--- src/rtl/regfile_pkg.sv ---
// regfile_pkg: shared types and helpers for the multi-ported MIPS register file
package regfile_pkg;
    localparam int ST_W = 1;
    typedef enum logic [ST_W-1:0] {RF_IDLE, RF_CLEAR} rf_state_t;
    function automatic int clog2(input int v);
        int r;
        for (r = 0; (1 << r) < v; r++) ;
        return r;
    endfunction
endpackage

--- src/rtl/rf_read_port.sv ---
// rf_read_port: next read-data for one port, with write-first bypass and clear bypass
module rf_read_port #(
    parameter int DATA_W   = 32,
    parameter int DEPTH    = 32,
    parameter int ADDR_W   = 5,
    parameter int NUM_WR   = 2,
    parameter int ZERO_REG = 1
) (
    input  logic [DATA_W-1:0]        rd_val,
    input  logic [ADDR_W-1:0]        raddr,
    input  logic [NUM_WR-1:0]        we,
    input  logic [NUM_WR*ADDR_W-1:0] waddr,
    input  logic [NUM_WR*DATA_W-1:0] wdata,
    input  logic                     clr_act,
    input  logic [ADDR_W-1:0]        cnt,
    output logic [DATA_W-1:0]        nxt
);
    always_comb begin
        nxt = rd_val;
        for (int k = 0; k < NUM_WR; k++)
            if (!clr_act && we[k] && waddr[k*ADDR_W +: ADDR_W] == raddr)
                nxt = wdata[k*DATA_W +: DATA_W];
        if (clr_act && cnt == raddr)
            nxt = '0;
        // out-of-range or hardwired-zero reads override everything
        if ((ZERO_REG != 0 && raddr == '0) || int'(raddr) >= DEPTH)
            nxt = '0;
    end
endmodule

--- src/rtl/mips_regfile_mp.sv ---
// mips_regfile_mp: NUM_RD x NUM_WR register file with write-first reads
// and a one-entry-per-cycle clear sequencer.
module mips_regfile_mp
    import regfile_pkg::*;
#(
    parameter int DATA_W   = 32,
    parameter int DEPTH    = 32,
    parameter int NUM_RD   = 2,
    parameter int NUM_WR   = 2,
    parameter int ZERO_REG = 1,
    localparam int ADDR_W  = clog2(DEPTH)
) (
    input  logic                     clk,
    input  logic                     rst,
    input  logic [NUM_WR-1:0]        we,
    input  logic [NUM_WR*ADDR_W-1:0] waddr,
    input  logic [NUM_WR*DATA_W-1:0] wdata,
    input  logic [NUM_RD*ADDR_W-1:0] raddr,
    output logic [NUM_RD*DATA_W-1:0] rdata,
    input  logic                     clr_req,
    output logic                     busy
);
    logic [DATA_W-1:0] mem [DEPTH];
    logic [DATA_W-1:0] rd_val [NUM_RD];
    logic [NUM_RD*DATA_W-1:0] rdata_nxt;
    rf_state_t state, state_nxt;
    logic [ADDR_W-1:0] cnt, cnt_nxt;
    logic clr_act;

    assign clr_act = state == RF_CLEAR;
    assign busy = clr_act;

    always_comb begin
        state_nxt = state;
        cnt_nxt = cnt;
        if (state == RF_IDLE && clr_req) begin
            state_nxt = RF_CLEAR;
            cnt_nxt = '0;
        end else if (clr_act) begin
            state_nxt = int'(cnt) == DEPTH - 1 ? RF_IDLE : RF_CLEAR;
            cnt_nxt = int'(cnt) == DEPTH - 1 ? '0 : cnt + 1'b1;
        end
    end

    always_ff @(posedge clk or negedge rst) begin
        if (!rst) begin
            state <= RF_IDLE;
            cnt <= '0;
        end else begin
            state <= state_nxt;
            cnt <= cnt_nxt;
        end
    end

    // ascending port order makes the highest-index port win a conflict
    always_ff @(posedge clk or negedge rst) begin
        if (!rst) begin
            for (int i = 0; i < DEPTH; i++)
                mem[i] <= '0;
        end else if (clr_act) begin
            mem[cnt] <= '0;
        end else begin
            for (int k = 0; k < NUM_WR; k++)
                if (we[k] && int'(waddr[k*ADDR_W +: ADDR_W]) < DEPTH &&
                    (ZERO_REG == 0 || waddr[k*ADDR_W +: ADDR_W] != '0))
                    mem[waddr[k*ADDR_W +: ADDR_W]] <= wdata[k*DATA_W +: DATA_W];
        end
    end

    for (genvar j = 0; j < NUM_RD; j++) begin : g_rd
        assign rd_val[j] = int'(raddr[j*ADDR_W +: ADDR_W]) < DEPTH ?
                           mem[raddr[j*ADDR_W +: ADDR_W]] : '0;
        rf_read_port #(
            .DATA_W(DATA_W), .DEPTH(DEPTH), .ADDR_W(ADDR_W),
            .NUM_WR(NUM_WR), .ZERO_REG(ZERO_REG)
        ) u_rd (
            .rd_val(rd_val[j]),
            .raddr(raddr[j*ADDR_W +: ADDR_W]),
            .we(we),
            .waddr(waddr),
            .wdata(wdata),
            .clr_act(clr_act),
            .cnt(cnt),
            .nxt(rdata_nxt[j*DATA_W +: DATA_W])
        );
    end

    always_ff @(posedge clk or negedge rst) begin
        if (!rst)
            rdata <= '0;
        else
            rdata <= rdata_nxt;
    end
endmodule
--- config.mk ---
export PLATFORM = sky130hd
export DESIGN_NAME = mips_regfile_mp
export DESIGN_NICKNAME = d
export VERILOG_FILES = /design/src/rtl/regfile_pkg.sv /design/src/rtl/rf_read_port.sv /design/src/rtl/mips_regfile_mp.sv
export SDC_FILE = /design/constraint.sdc
export NUM_CORES = 2
export LEC_CHECK = 0
export CAP_MARGIN = 15
export CELL_PAD_IN_SITES_DETAIL_PLACEMENT = 1
export CELL_PAD_IN_SITES_GLOBAL_PLACEMENT = 1
export CORE_MARGIN = 1
export CORE_UTILIZATION = 35
export CTS_CLUSTER_DIAMETER = 200
export DETAILED_ROUTE_END_ITERATION = 10
export PLACE_DENSITY = 0.75
export SLEW_MARGIN = 25
export SYNTH_ARGS = -nofsm -noshare
export SYNTH_HDL_FRONTEND = slang
export SYNTH_HIERARCHICAL = 1
export SYNTH_SLANG_ARGS = --single-unit
--- constraint.sdc ---
create_clock -name clk -period 2.52 [get_ports clk]
set_input_delay 0.504 -clock clk [delete_from_list [all_inputs] [get_ports clk]]
set_output_delay 0.504 -clock clk [all_outputs]
set_load 0.02 [all_outputs]
Word level (Yosys, flattened, before mapping)
Index checks and enable logic that the tools add are counted.
{ "op_classes": {"addsub": 1, "reduce_logical": 20, "eq_ne": 7, "n_mux": 32, "bitwise": 8, "n_lt_le_gt_ge": 8} }
{ "ops": {"columns": ["op", "n"], "rows": [
  ["2-to-1 mux 1024 bit", 4],
  ["bitwise mux 1024 bit", 2],
  ["AND 1024 bit", 1],
  ["inverter 1024 bit", 1],
  ["demux 32 bit (select 5 bit)", 3],
  ["2-to-1 mux 32 bit", 15],
  ["binary-select mux 32 bit (select 5 bit)", 2],
  ["equality test 5 bit", 6],
  ["greater-or-equal comparator 6 bit, second input constant", 5],
  ["inverter 5 -> 6 bit", 5],
  ["< comparator 6 x 1 -> 1 bit, second input constant", 3],
  ["2-to-1 mux 5 bit", 3],
  ["logical AND 1 bit", 14],
  ["logical NOT 5 bit", 2],
  ["nonzero test 5 bit", 2],
  ["adder 5 x 1 -> 5 bit, second input constant", 1],
  ["equality test 5 x 1 -> 1 bit, second input constant", 1],
  ["2-to-1 mux 1 bit", 3],
  ["nonzero test 2 bit", 1],
  ["logical NOT 1 bit", 1],
  ["inverter 1 bit", 1]
]} }
{ "word_totals": {"in_bits": 89, "wordCells": 111, "reg_bits": 1094} }

Logic depth before layout (Yosys ltp)
{ "logic_depth": {"word_depth": 11, "depth_mapped": 10, "depth_no_buf": 7} }

Hierarchy
Netlist, hierarchy kept.
{ "modules_own_cells": {"columns": ["module", "seq_area_each_um2", "cells_each", "instances", "area_each_um2"], "rows": [
  ["mips_regfile_mp", 27376.3, 10270, 1, 77633.2],
  ["rf_read_port", 0.0, 184, 2, 1213.7]
]} }

Least setup slack after synthesis
No wires, ideal clock.
{ "synth_timing": {"path_type": "input to register", "startpoint": "input port raddr[1]", "endpoint": "register rdata[25]", "slack_ps": 378, "t_required_ps": 2387, "setup_ps": 133, "arrival_ps": 2009, "stages": 10, "cell_sequence": "buf_2 -> buf_2 -> buf_2 -> buf_2 -> mux2i_1 -> a22oi_1 -> a31oi_1 -> nand3_1 -> o21ai_0 -> a311oi_1"} }
{ "synth_lines": {"columns": ["element", "line", "source"], "rows": [
  ["from (decl)", "mips_regfile_mp.sv:18", "input logic [NUM_RD*ADDR_W-1:0] raddr,"],
  ["to (signal assigned)", "mips_regfile_mp.sv:92", "rdata <= rdata_nxt;"],
  ["to (decl)", "mips_regfile_mp.sv:19", "output logic [NUM_RD*DATA_W-1:0] rdata,"]
]} }

Worst setup path after layout
{ "layout_timing": {"startpoint": "register rdata[13]", "endpoint": "output port rdata[13]"} }
No word-level cell between the ends.

==> impl_metrics.json <==
{
  "cp.arrival_ps": 2050,
  "status": "finished with violations",
  "hold_class": "input port to register",
  "r2r_slack_ps": 100,
  "p_int_mw": 50.3,
  "peakVddDrop_mv": 0.843,
  "die_x_um": 480,
  "dp_cells": 13608,
  "crit_path_top_delay_cell": "clkdlybuf4s50_1",
  "vias": 92546,
  "p_leak_nw": 41.6,
  "wl_per_cell_um": 32.0,
  "drt_pass1_iterations": 6,
  "finalHoldViolCount": 0,
  "switching_share_pct": 44.1,
  "fin_area_mm2": 0.0970,
  "worstPathCellList": "clkdlybuf4s50_1",
  "placed_cell_area_mm2": 0.0923,
  "ys.flop_type": "dfrtp_1",
  "grt_pass1_vias": 94343,
  "routed_wl_mm": 445,
  "max_cap_violations": 0,
  "layout.cells.non_filler": 13914,
  "tritoncts": "yes",
  "antenna_left": 0,
  "cts-htree-levels": 4,
  "yosysSeqAreaShare_pct": 34.2,
  "rsz0062_at_grt": "false",
  "core-area_mm2": 0.227,
  "syn_area_mm2": 0.0801,
  "r2r_end": "rdata[57]$_DFF_PN0_",
  "final_common_cell": "nand2_1",
  "p_sw_mw": 39.7,
  "grt_pass1_wl_mm": 648,
  "ys_top_cells_by_area": "dfrtp_1 (34%), nand2_1 (14%), mux2i_1 (13%), o31ai_1 (8.4%), and3_1 (6.8%)",
  "finalCritPeriodShare_pct": 101,
  "die_area_mm2": 0.231,
  "whs_endpoint": "rdata[8]$_DFF_PN0_",
  "min_path_cells": 3,
  "dp_slack_ps": -808,
  "fin_nets": 10836,
  "synthArstFlopShare_pct": 100,
  "ios": 154,
  "cts_buffers": 139,
  "synth_warnings": 6,
  "final_cell_mix": "nand2_1 (3042), dfrtp_1 (1078), mux2i_1 (1024)",
  "power_density_mw_per_mm2": 928,
  "drc_errors": 0,
  "hold_start": "wdata[8]",
  "violations": "negative setup slack",
  "grt_max_degree": 175,
  "fmax_mhz": 392,
  "fin_skew_ps": 26.7,
  "synth_cells": 10638,
  "synth_edf_count": 0,
  "p_seq_share_pct": 34.9,
  "setup_viol": 5,
  "drive_above_1_share_pct": 12.6,
  "report.power.total_mw": 90.0,
  "critical-path-max-stage-delay_ps": 670,
  "area_growth_pct": 21.2,
  "gr-total-overflow": 0,
  "clk_pin_slew_ps": 70,
  "place.gp.congestion": 1.01,
  "grt_util_all_layers_pct": 37.6,
  "syn_area_per_cell_um2": 7.53,
  "critPathBufInv": 1,
  "synth_fp_nets": 10732,
  "tightest_slew_ps": 1160,
  "root_buffer": "clkbuf_16",
  "cp_top_family": "buffers and inverters",
  "place_hpwl_mm": 298,
  "cp_max_fo": 1,
  "setup_tns_ps": -93.1,
  "slew_viol_final": 0,
  "antenna_found_initial": 51,
  "relSlewSlack_pct": 22.5,
  "start_kind": "register",
  "yosysUniqueCellTypes": 52,
  "reg2reg_depth": 9,
  "start_util_pct": 35.2,
  "ys_seq_elements": 1094,
  "worst_slack_ps": -32.5,
  "numPortBuffers": 153,
  "cts_sinks": 1094,
  "r2r-start": "mem[793]$_DFF_PN0_",
  "min_period_ps": 2550,
  "synth.top_cell.area_share_pct": 34.2,
  "vias_per_cell": 6.65,
  "cp-end-kind": "output port",
  "drt_iter0_markers": 10435,
  "num_rows": 175,
  "clk_path_buf_depth": 3,
  "yosysTopAreaCell": "dfrtp_1",
  "clockPowerShare_pct": 23.5,
  "dieHeight_um": 480,
  "power_frac_comb_pct": 41.6,
  "insertion_delay_ps": 840,
  "critPathKind": "register to output port",
  "worstPathRequired_ps": 2020
}
per-layer routing:
layer	up-vias	GRT usage, %	routed length (um)
li1	37315	-	-
met1	46931	45.7	165000
met2	6227	56.8	195000
met3	2041	9.13	46800
met4	32	30.0	38300
met5	-	0	224
stage by stage:
step | hold slack [ps] | utilization (%)
final | 41.4 | 42.7
after CTS | 6.48 | 42.6
after detailed placement | 433 | 40.6
after global routing | 37.2 | 42.7
after floorplan | 208 | -
after global placement | 430 | 40.6
area by class of cell:
cell class              instances  area, um^2
diodes                         57         143
clock buffers                 195        3980
flip-flops and latches       1094       27400
well taps                    3009        3760
inverters                       4        20.0
clock inverters                52         587
fillers                     27204      130000
multi-input cells            8420       48800
repair buffers               1083       12300
state kept, by name, summed over array words and instances, names as in the netlist:
name / cells
cnt: 5
busy: 1
rdata: 64
mem: 1024
cell usage after synthesis, types with 4 or more instances:
library cell and n:
a211oi_1 32, a21o_1 31, a21oi_1 203, a22o_1 193, a22oi_1 192, a311oi_1 75
a311oi_2 20, a31oi_1 145, a41oi_1 4, and2_1 49, and3_1 865, buf_1 107
buf_2 215, buf_4 13, buf_6 9, clkbuf_1 776, dfrtp_1 1094, ha_1 5
mux2i_1 1024, nand2_1 3076, nand2b_1 9, nand3_1 194, nand4_1 66, nor2_1 1016
nor2b_1 49, nor3_1 129, nor3_2 4, o21ai_0 69, o31ai_1 899, or2_2 4
xnor2_1 22, xor2_1 8
power groups by stage:
stage	Combinational [mW]	Sequential [mW]	Clock (mW)
5_1_grt	39.7	32.1	21.7
3_3_place_gp	34.5	30.6	0
6_report	37.5	31.4	21.1
3_5_place_dp	36.4	31.2	0
4_1_cts	36.5	31.0	21.1
2_1_floorplan	21.3	28.8	0
worst max path at each step:
stage,start,to,depth (start not counted)
final,rdata[13]$_DFF_PN0_,rdata[13],1
after global routing,rdata[13]$_DFF_PN0_,rdata[13],1
after detailed placement,raddr[2],rdata[25]$_DFF_PN0_,12
after CTS,rdata[56]$_DFF_PN0_,rdata[56],1
after floorplan,raddr[1],rdata[25]$_DFF_PN0_,10
after global placement,raddr[2],rdata[10]$_DFF_PN0_,12
cells by family after synthesis:
| family | after synthesis | synth area share (%) |
|---|---|---|
| multiplexers | 1024 | 12.8 |
| XOR/XNOR | 30 | 0.328 |
| adder cells (fa/ha/maj) | 5 | 0.0781 |
| flip-flops | 1094 | 34.2 |
| AND/OR/NAND/NOR | 5496 | 29.8 |
| buffers and inverters | 1124 | 5.75 |
| AO/OA/AOI/OAI | 1865 | 17.0 |
timing repair:
item	CTS	global route
setup endpoints to repair	29	12
buffers inserted	1	0
hold endpoints to repair	147	0
hold buffers	1	0
gates resized for setup	33	12
tightest hold or removal path, stage by stage:
cell and delay [ps]:
buf_2 130, nand4_1 100, a311oi_2 100
No activity file was read; power rests on OpenSTA's default activity.
